$ cat src/rtl/uart8_pkg.sv
// Shared state type, oversampling sample points and baud divisor helper for uart_8n1.
package uart8_pkg;

    typedef enum logic [2:0] {IDLE, START, DATA, STOP, WAIT} uartState_t;
    typedef uartState_t rxState_t;
    typedef uartState_t txState_t;

    localparam int SAMPLE_EARLY  = 7;
    localparam int SAMPLE_MID    = 8;
    localparam int SAMPLE_LATE   = 9;
    localparam int TICKS_PER_BIT = 16;

    // Integer clock divisor for one tick, never below one clock.
    function automatic int baudDivisor(input int clockRate, input int baudRate, input int oversample);
        int d;
        d = clockRate / (baudRate * oversample);
        return (d < 1) ? 1 : d;
    endfunction

endpackage

$ cat src/rtl/uart8_baud_gen.sv
// Clock divider producing a one-cycle tick every DIVISOR clocks; restart re-phases it to zero.
module uart8_baud_gen #(
    parameter int DIVISOR = 16
) (
    input  logic clk,
    input  logic rstN,
    input  logic restart,
    output logic tick
);

    localparam int CNT_W = (DIVISOR > 1) ? $clog2(DIVISOR) : 1;

    logic [CNT_W-1:0] count;

    always_ff @(posedge clk) begin
        if (!rstN || restart) begin
            count <= '0;
        end else if (tick) begin
            count <= '0;
        end else begin
            count <= count + 1'b1;
        end
    end

    assign tick = (count == CNT_W'(DIVISOR - 1));

endmodule

$ cat src/rtl/uart_8n1.sv
// Full-duplex 8N1 UART: 16x oversampled receiver with framing-error flag, plus transmitter.
// Define UART8_MAJORITY_VOTE_EN to decide each rx bit by 2-of-3 vote over ticks 7, 8 and 9.
module uart_8n1
    import uart8_pkg::*;
#(
    parameter int CLOCK_RATE = 12000000,
    parameter int BAUD_RATE  = 9600
) (
    input  logic       clk,
    input  logic       rstN,
    input  logic       rxEn,
    input  logic       rx,
    output logic       rxBusy,
    output logic       rxDone,
    output logic       rxErr,
    output logic [7:0] out,
    input  logic       txEn,
    input  logic       txStart,
    input  logic [7:0] in,
    output logic       txBusy,
    output logic       txDone,
    output logic       tx
);

    localparam int RX_DIV = baudDivisor(CLOCK_RATE, BAUD_RATE, TICKS_PER_BIT);
    localparam int TX_DIV = baudDivisor(CLOCK_RATE, BAUD_RATE, 1);
    localparam int TICK_W = $clog2(TICKS_PER_BIT);

    logic              rxMeta_p0, rxSync_p1, rxPrev_p2;
    logic              rxFall;
    rxState_t          rxState, rxStateNext;
    logic              rxTick, rxRestart, rxShiftEn, rxGood, rxBad;
    logic              rxDecide, rxBit;
    logic [TICK_W-1:0] rxTickCnt;
    logic [2:0]        rxBitIdx;
    logic [7:0]        rxShreg;

    // ---- stage p0/p1: synchronizer, p2: edge-detect history ----
    always_ff @(posedge clk) begin
        if (!rstN) begin
            rxMeta_p0 <= 1'b1;
            rxSync_p1 <= 1'b1;
            rxPrev_p2 <= 1'b1;
        end else begin
            rxMeta_p0 <= rx;
            rxSync_p1 <= rxMeta_p0;
            rxPrev_p2 <= rxSync_p1;
        end
    end

    assign rxFall = rxPrev_p2 & ~rxSync_p1;

    uart8_baud_gen #(.DIVISOR(RX_DIV)) rxBaud (
        .clk    (clk),
        .rstN   (rstN),
        .restart(rxRestart),
        .tick   (rxTick)
    );

    always_ff @(posedge clk) begin
        if (!rstN || rxRestart) begin
            rxTickCnt <= '0;
        end else if (rxTick) begin
            rxTickCnt <= rxTickCnt + 1'b1;
        end
    end

`ifdef UART8_MAJORITY_VOTE_EN
    logic rxVote7, rxVote8;

    function automatic logic majority3(input logic a, input logic b, input logic c);
        return (a & b) | (a & c) | (b & c);
    endfunction

    always_ff @(posedge clk) begin
        if (rxTick && rxTickCnt == TICK_W'(SAMPLE_EARLY - 1)) rxVote7 <= rxSync_p1;
        if (rxTick && rxTickCnt == TICK_W'(SAMPLE_MID - 1))   rxVote8 <= rxSync_p1;
    end

    assign rxDecide = rxTick && (rxTickCnt == TICK_W'(SAMPLE_LATE - 1));
    assign rxBit    = majority3(rxVote7, rxVote8, rxSync_p1);
`else
    assign rxDecide = rxTick && (rxTickCnt == TICK_W'(SAMPLE_MID - 1));
    assign rxBit    = rxSync_p1;
`endif

    always_ff @(posedge clk) begin
        if (!rstN) rxState <= IDLE;
        else       rxState <= rxStateNext;
    end

    always_comb begin
        rxStateNext = rxState;
        rxRestart   = 1'b0;
        rxShiftEn   = 1'b0;
        rxGood      = 1'b0;
        rxBad       = 1'b0;
        case (rxState)
            IDLE:  if (rxFall) begin
                       rxStateNext = START;
                       rxRestart   = 1'b1;
                   end
            START: if (rxDecide) rxStateNext = rxBit ? IDLE : DATA;
            DATA:  if (rxDecide) begin
                       rxShiftEn = 1'b1;
                       if (rxBitIdx == 3'd7) rxStateNext = STOP;
                   end
            STOP:  if (rxDecide) begin
                       if (rxBit) begin
                           rxStateNext = IDLE;
                           rxGood      = 1'b1;
                       end else begin
                           rxStateNext = WAIT;
                           rxBad       = 1'b1;
                       end
                   end
            WAIT:  if (rxSync_p1) rxStateNext = IDLE;
            default: rxStateNext = IDLE;
        endcase
        // Disabling the receiver aborts any frame without Done or Err.
        if (!rxEn) begin
            rxStateNext = IDLE;
            rxRestart   = 1'b0;
            rxShiftEn   = 1'b0;
            rxGood      = 1'b0;
            rxBad       = 1'b0;
        end
    end

    always_ff @(posedge clk) begin
        if (rxRestart) begin
            rxBitIdx <= 3'd0;
        end else if (rxShiftEn) begin
            rxBitIdx <= rxBitIdx + 3'd1;
            rxShreg  <= {rxBit, rxShreg[7:1]};
        end
    end

    always_ff @(posedge clk) begin
        if (!rstN) begin
            rxDone <= 1'b0;
            rxErr  <= 1'b0;
            out    <= 8'h00;
        end else begin
            rxDone <= rxGood;
            if (rxGood) out <= rxShreg;
            if (!rxEn || rxRestart) rxErr <= 1'b0;
            else if (rxBad)         rxErr <= 1'b1;
        end
    end

    assign rxBusy = (rxState == START) || (rxState == DATA) || (rxState == STOP);

    txState_t   txState, txStateNext;
    logic       txTick, txLoad, txShift, txFinish;
    logic [2:0] txBitIdx;
    logic [7:0] txShreg;

    uart8_baud_gen #(.DIVISOR(TX_DIV)) txBaud (
        .clk    (clk),
        .rstN   (rstN),
        .restart(txLoad),
        .tick   (txTick)
    );

    always_ff @(posedge clk) begin
        if (!rstN) txState <= IDLE;
        else       txState <= txStateNext;
    end

    always_comb begin
        txStateNext = txState;
        txLoad      = 1'b0;
        txShift     = 1'b0;
        txFinish    = 1'b0;
        case (txState)
            IDLE:  if (txStart) begin
                       txStateNext = START;
                       txLoad      = 1'b1;
                   end
            START: if (txTick) txStateNext = DATA;
            DATA:  if (txTick) begin
                       txShift = 1'b1;
                       if (txBitIdx == 3'd7) txStateNext = STOP;
                   end
            STOP:  if (txTick) begin
                       txStateNext = IDLE;
                       txFinish    = 1'b1;
                   end
            default: txStateNext = IDLE;
        endcase
        if (!txEn) begin
            txStateNext = IDLE;
            txLoad      = 1'b0;
            txShift     = 1'b0;
            txFinish    = 1'b0;
        end
    end

    always_ff @(posedge clk) begin
        if (txLoad) begin
            txShreg  <= in;
            txBitIdx <= 3'd0;
        end else if (txShift) begin
            txShreg  <= {1'b0, txShreg[7:1]};
            txBitIdx <= txBitIdx + 3'd1;
        end
    end

    always_ff @(posedge clk) begin
        if (!rstN) txDone <= 1'b0;
        else       txDone <= txFinish;
    end

    always_comb begin
        tx = 1'b1;
        case (txState)
            START:   tx = 1'b0;
            DATA:    tx = txShreg[0];
            default: tx = 1'b1;
        endcase
    end

    assign txBusy = (txState != IDLE);

endmodule

$ cat config.mk
export PLATFORM = sky130hd
export DESIGN_NAME = uart_8n1
export DESIGN_NICKNAME = d
export VERILOG_FILES = /design/src/rtl/uart8_pkg.sv /design/src/rtl/uart8_baud_gen.sv /design/src/rtl/uart_8n1.sv
export SDC_FILE = /design/constraint.sdc
export NUM_CORES = 1
export LEC_CHECK = 0
export BUFFER_PORTS_ARGS = -buffer_cell sky130_fd_sc_hd__clkbuf_2
export CAP_MARGIN = 20
export CORE_MARGIN = 3
export CORE_UTILIZATION = 50
export CTS_CLUSTER_SIZE = 25
export DETAILED_ROUTE_END_ITERATION = 10
export PLACE_DENSITY_LB_ADDON = 0.08
export SLEW_MARGIN = 25
export SYNTH_ARGS = -nofsm -noshare
export SYNTH_HDL_FRONTEND = slang
export SYNTH_HIERARCHICAL = 1
export SYNTH_SLANG_ARGS = --single-unit
$ cat constraint.sdc
create_clock -name clk -period 2.5 [get_ports clk]
set_input_delay 0.125 -clock clk [delete_from_list [all_inputs] [get_ports clk]]
set_output_delay 0.125 -clock clk [all_outputs]
set_load 0.005 [all_outputs]
==> run_results.csv <==
group,metric,value,unit
run_status,run_status,"complete, no violations",
sta,relSlewSlack,65.1,%
pwr,seqPwrFrac,48.9,%
die,start_util,53.3,%
clocking,cts-root-buf,"clkbuf_8",
layout,layout.nets,343,
global_routing,grt_max_degree,19,
synthesis,netlist_instances,280,
die,fp.dieW,81.0,µm
sta,layout_min_cycle_time,2210,ps
global_routing,grt_pass1_vias,1832,
synthesis,synth_edf_count,16,
global_routing,antenna_found_initial,0,
synthesis,netlist_area,2810,µm²
detailed_routing,ant_nets,0,
clocking,cts_made_buffers,9,
die,num_io_pins,28,
global_routing,grt_pass1_wl,8130,µm
die,die_h,81.0,µm
detailed_routing,drt-pass1-iter-count,4,
sta,period_share,88.5,%
setup_path,cp.arrival,2210,ps
job,max_cap_violations,0,
setup_path,cp_slowest_cell,"or4b_4",
sta,drv_slew,0,
layout,area_delta_synth_final,16.2,%
sta,grt_setup_unrepaired,"no",
layout,drive_above_1_share,19.3,%
synthesis,syn_nets,307,
clocking,clock_insertion_delay_worst_skew,330,ps
placed_design,io_buffers,27,
pwr,swShare,21.4,%
setup_path,crit_type,"reg -> reg",
setup_path,critPathTopFamily,"simple AND/OR/NAND/NOR gates",
pwr,power.internal,1.73,mW
setup_path,worstPathCellList,"ha_1 > or4b_4 > nor3_1 > nand3_1 > nand2_1",
synthesis,avgSynthCellArea,10.0,µm²
clocking,postCtsSetupBuffers,0,
clocking,clk_pin_slew,70,ps
setup_path,start_kind,"register",
setup_path,cp.depth,5,
detailed_routing,num_vias,1977,
setup_path,worstRegToRegCells,5,
setup_path,worstPathRequired,2490,ps
layout,num-fill-cells,464,
layout,final_common_cell,"nand2_1",
setup_path,critPathBufInv,0,
placed_design,dpl.hpwl,3330,µm
die,design.core.area,5270,µm²
pwr,power_frac_clock,46.1,%
synthesis,synthFlopType,"dfxtp_1",
pwr,peakVddDrop,0.000547,V
pwr,switchingPower,471,µW
clocking,cts_resized,0,
detailed_routing,wl,4700,µm
sta,whs,52.3,ps
synthesis,ys_async_sr_fraction,0,%
synthesis,yosysUniqueCellTypes,47,
layout,insertedDiodeCount,0,
sta,setup_viol,0,
pwr,p_comb_share,4.9,%
synthesis,ys_seq_area_share,50.6,%
sta,finalSetupTns,0,ps
detailed_routing,detail_route.wl_per_cell,12.0,µm
global_routing,grt_usage,16.2,%
detailed_routing,drc,0,
clocking,htreeDepth,3,
layout,mostFrequentLayoutCells,"nand2_1 (49), dfxtp_1 (47), clkbuf_2 (27), nor2_1 (24), edfxtp_1 (16)",
pwr,power_density,675,nW/µm²
pwr,p_leak,1.41,nW
synthesis,synth-seq-cells,63,
die,design.die.area,6560,µm²
clocking,cts_tree,"done",
sta,hold_viol,0,
clocking,clockBufferDepth,2,
min_path,hold_depth,3,
min_path,hp-class,"in -> reg",
global_routing,grt-ovfl-total,0,
clocking,cts.sinks,63,
detailed_routing,viasPerCell,5.06,
die,num_rows,26,
sta,worst_pin_slew,519,ps
placed_design,gp_congestion,0.825,
setup_path,cpPeakStageDelay,480,ps
sta,finClkSkew,10.9,ps
detailed_routing,drt_iter0_markers,79,
sta,clock.fmax,452,MHz
synthesis,synth_warnings,6,
setup_path,endpoint_kind,"register",
setup_path,path_max_fanout,8,
cell type report:
cell class | count | area (µm²) | share of cell area [%]
multi-input cells | 193 | 1270 | 38.8
flip-flops and latches | 63 | 1420 | 43.5
clock buffers | 10 | 149 | 4.56
inverters | 14 | 52.6 | 1.61
well taps | 70 | 87.6 | 2.68
clock inverters | 6 | 90.1 | 2.76
repair buffers | 35 | 198 | 6.05
routing by layer:
metal  vias to the layer above  share of wire [%]  global-route usage, %
met5                         -                  0                      0
met4                         0                1.3                   8.11
met3                         6                3.1                   3.99
met2                        23                 44                   25.2
met1                       894                 51                   20.8
li1                       1054                  -                      -
flip-flops by register name, indices dropped and copies added (netlist names):
name,flops
out,8
rxBaud/count,7
rxBit,1
rxBitIdx,3
rxDone,1
rxErr,1
rxMeta_p0,1
rxPrev_p2,1
rxShreg,8
rxState,3
rxTickCnt,4
txBaud/count,11
txBitIdx,3
txDone,1
txShreg,8
txState,2
stage by stage:
step / worst slack (ps) / instance area, µm² / total power [mW] / instances / util (%)
global placement: 333 / 3020 / 1.21 / 374 / 57.2
finish: 288 / 3270 / 2.20 / 391 / 62.0
global route: 148 / 3270 / 2.30 / 391 / 62.0
CTS: 254 / 3270 / 2.24 / 391 / 62.0
floorplan: 380 / 2810 / 1.18 / 280 / -
detailed placement: 265 / 3020 / 1.21 / 374 / 57.2
power groups by stage:
stage	combinational, mW	sequential [mW]	clock (mW)
after floorplan	0.0793	1.10	0
after global placement	0.108	1.10	0
after detailed placement	0.109	1.10	0
after CTS	0.111	1.08	1.05
after global routing	0.125	1.08	1.10
final	0.109	1.08	1.02
worst min-delay path, stage by stage:
cell and delay (ps):
clkbuf_2 70, nand2_1 40, nand2_1 40
cells by family (layout without fill, tap and decap cells):
logic type	after synthesis	after routing	share of synthesized area, %
compound gates	35	35	9.17
xor+xnor	10	10	3.12
fa+ha+maj	13	13	5.79
buf+inv	24	65	4.36
flops	63	63	50.6
mux	12	12	4.27
simple gates	123	123	22.7
synth_stat cells (4+ instances only):
library cell / number / area [µm²]
o21ai_0: 7 / 35.0
edfxtp_1: 16 / 480
dfxtp_1: 47 / 941
nor2_1: 24 / 90.1
nand2b_1: 4 / 25.0
nand2_1: 49 / 184
xor2_1: 7 / 61.3
inv_1: 13 / 48.8
or4_1: 4 / 30.0
ha_1: 13 / 163
o31ai_1: 6 / 45.0
nand4_1: 6 / 37.5
mux2i_1: 12 / 120
nand3_1: 10 / 50.1
or3_1: 5 / 31.3
nor3_1: 6 / 30.0
a21oi_1: 12 / 60.1
final timing paths:
kind           endpoint  slack, ps       startpoint
min          txShreg[6]         50            in[6]
min reg2reg       rxBit        410        rxMeta_p0
max          txShreg[0]        290  txBaud/count[0]
max reg2reg  txShreg[0]        290  txBaud/count[0]
repair_timing:
action | 4_1_cts | 5_1_grt
hold buffers | 1 | 0
setup endpoints to repair | 0 | 0
hold endpoints to repair | 1 | 0
No activity file was read; power rests on OpenSTA's default activity.
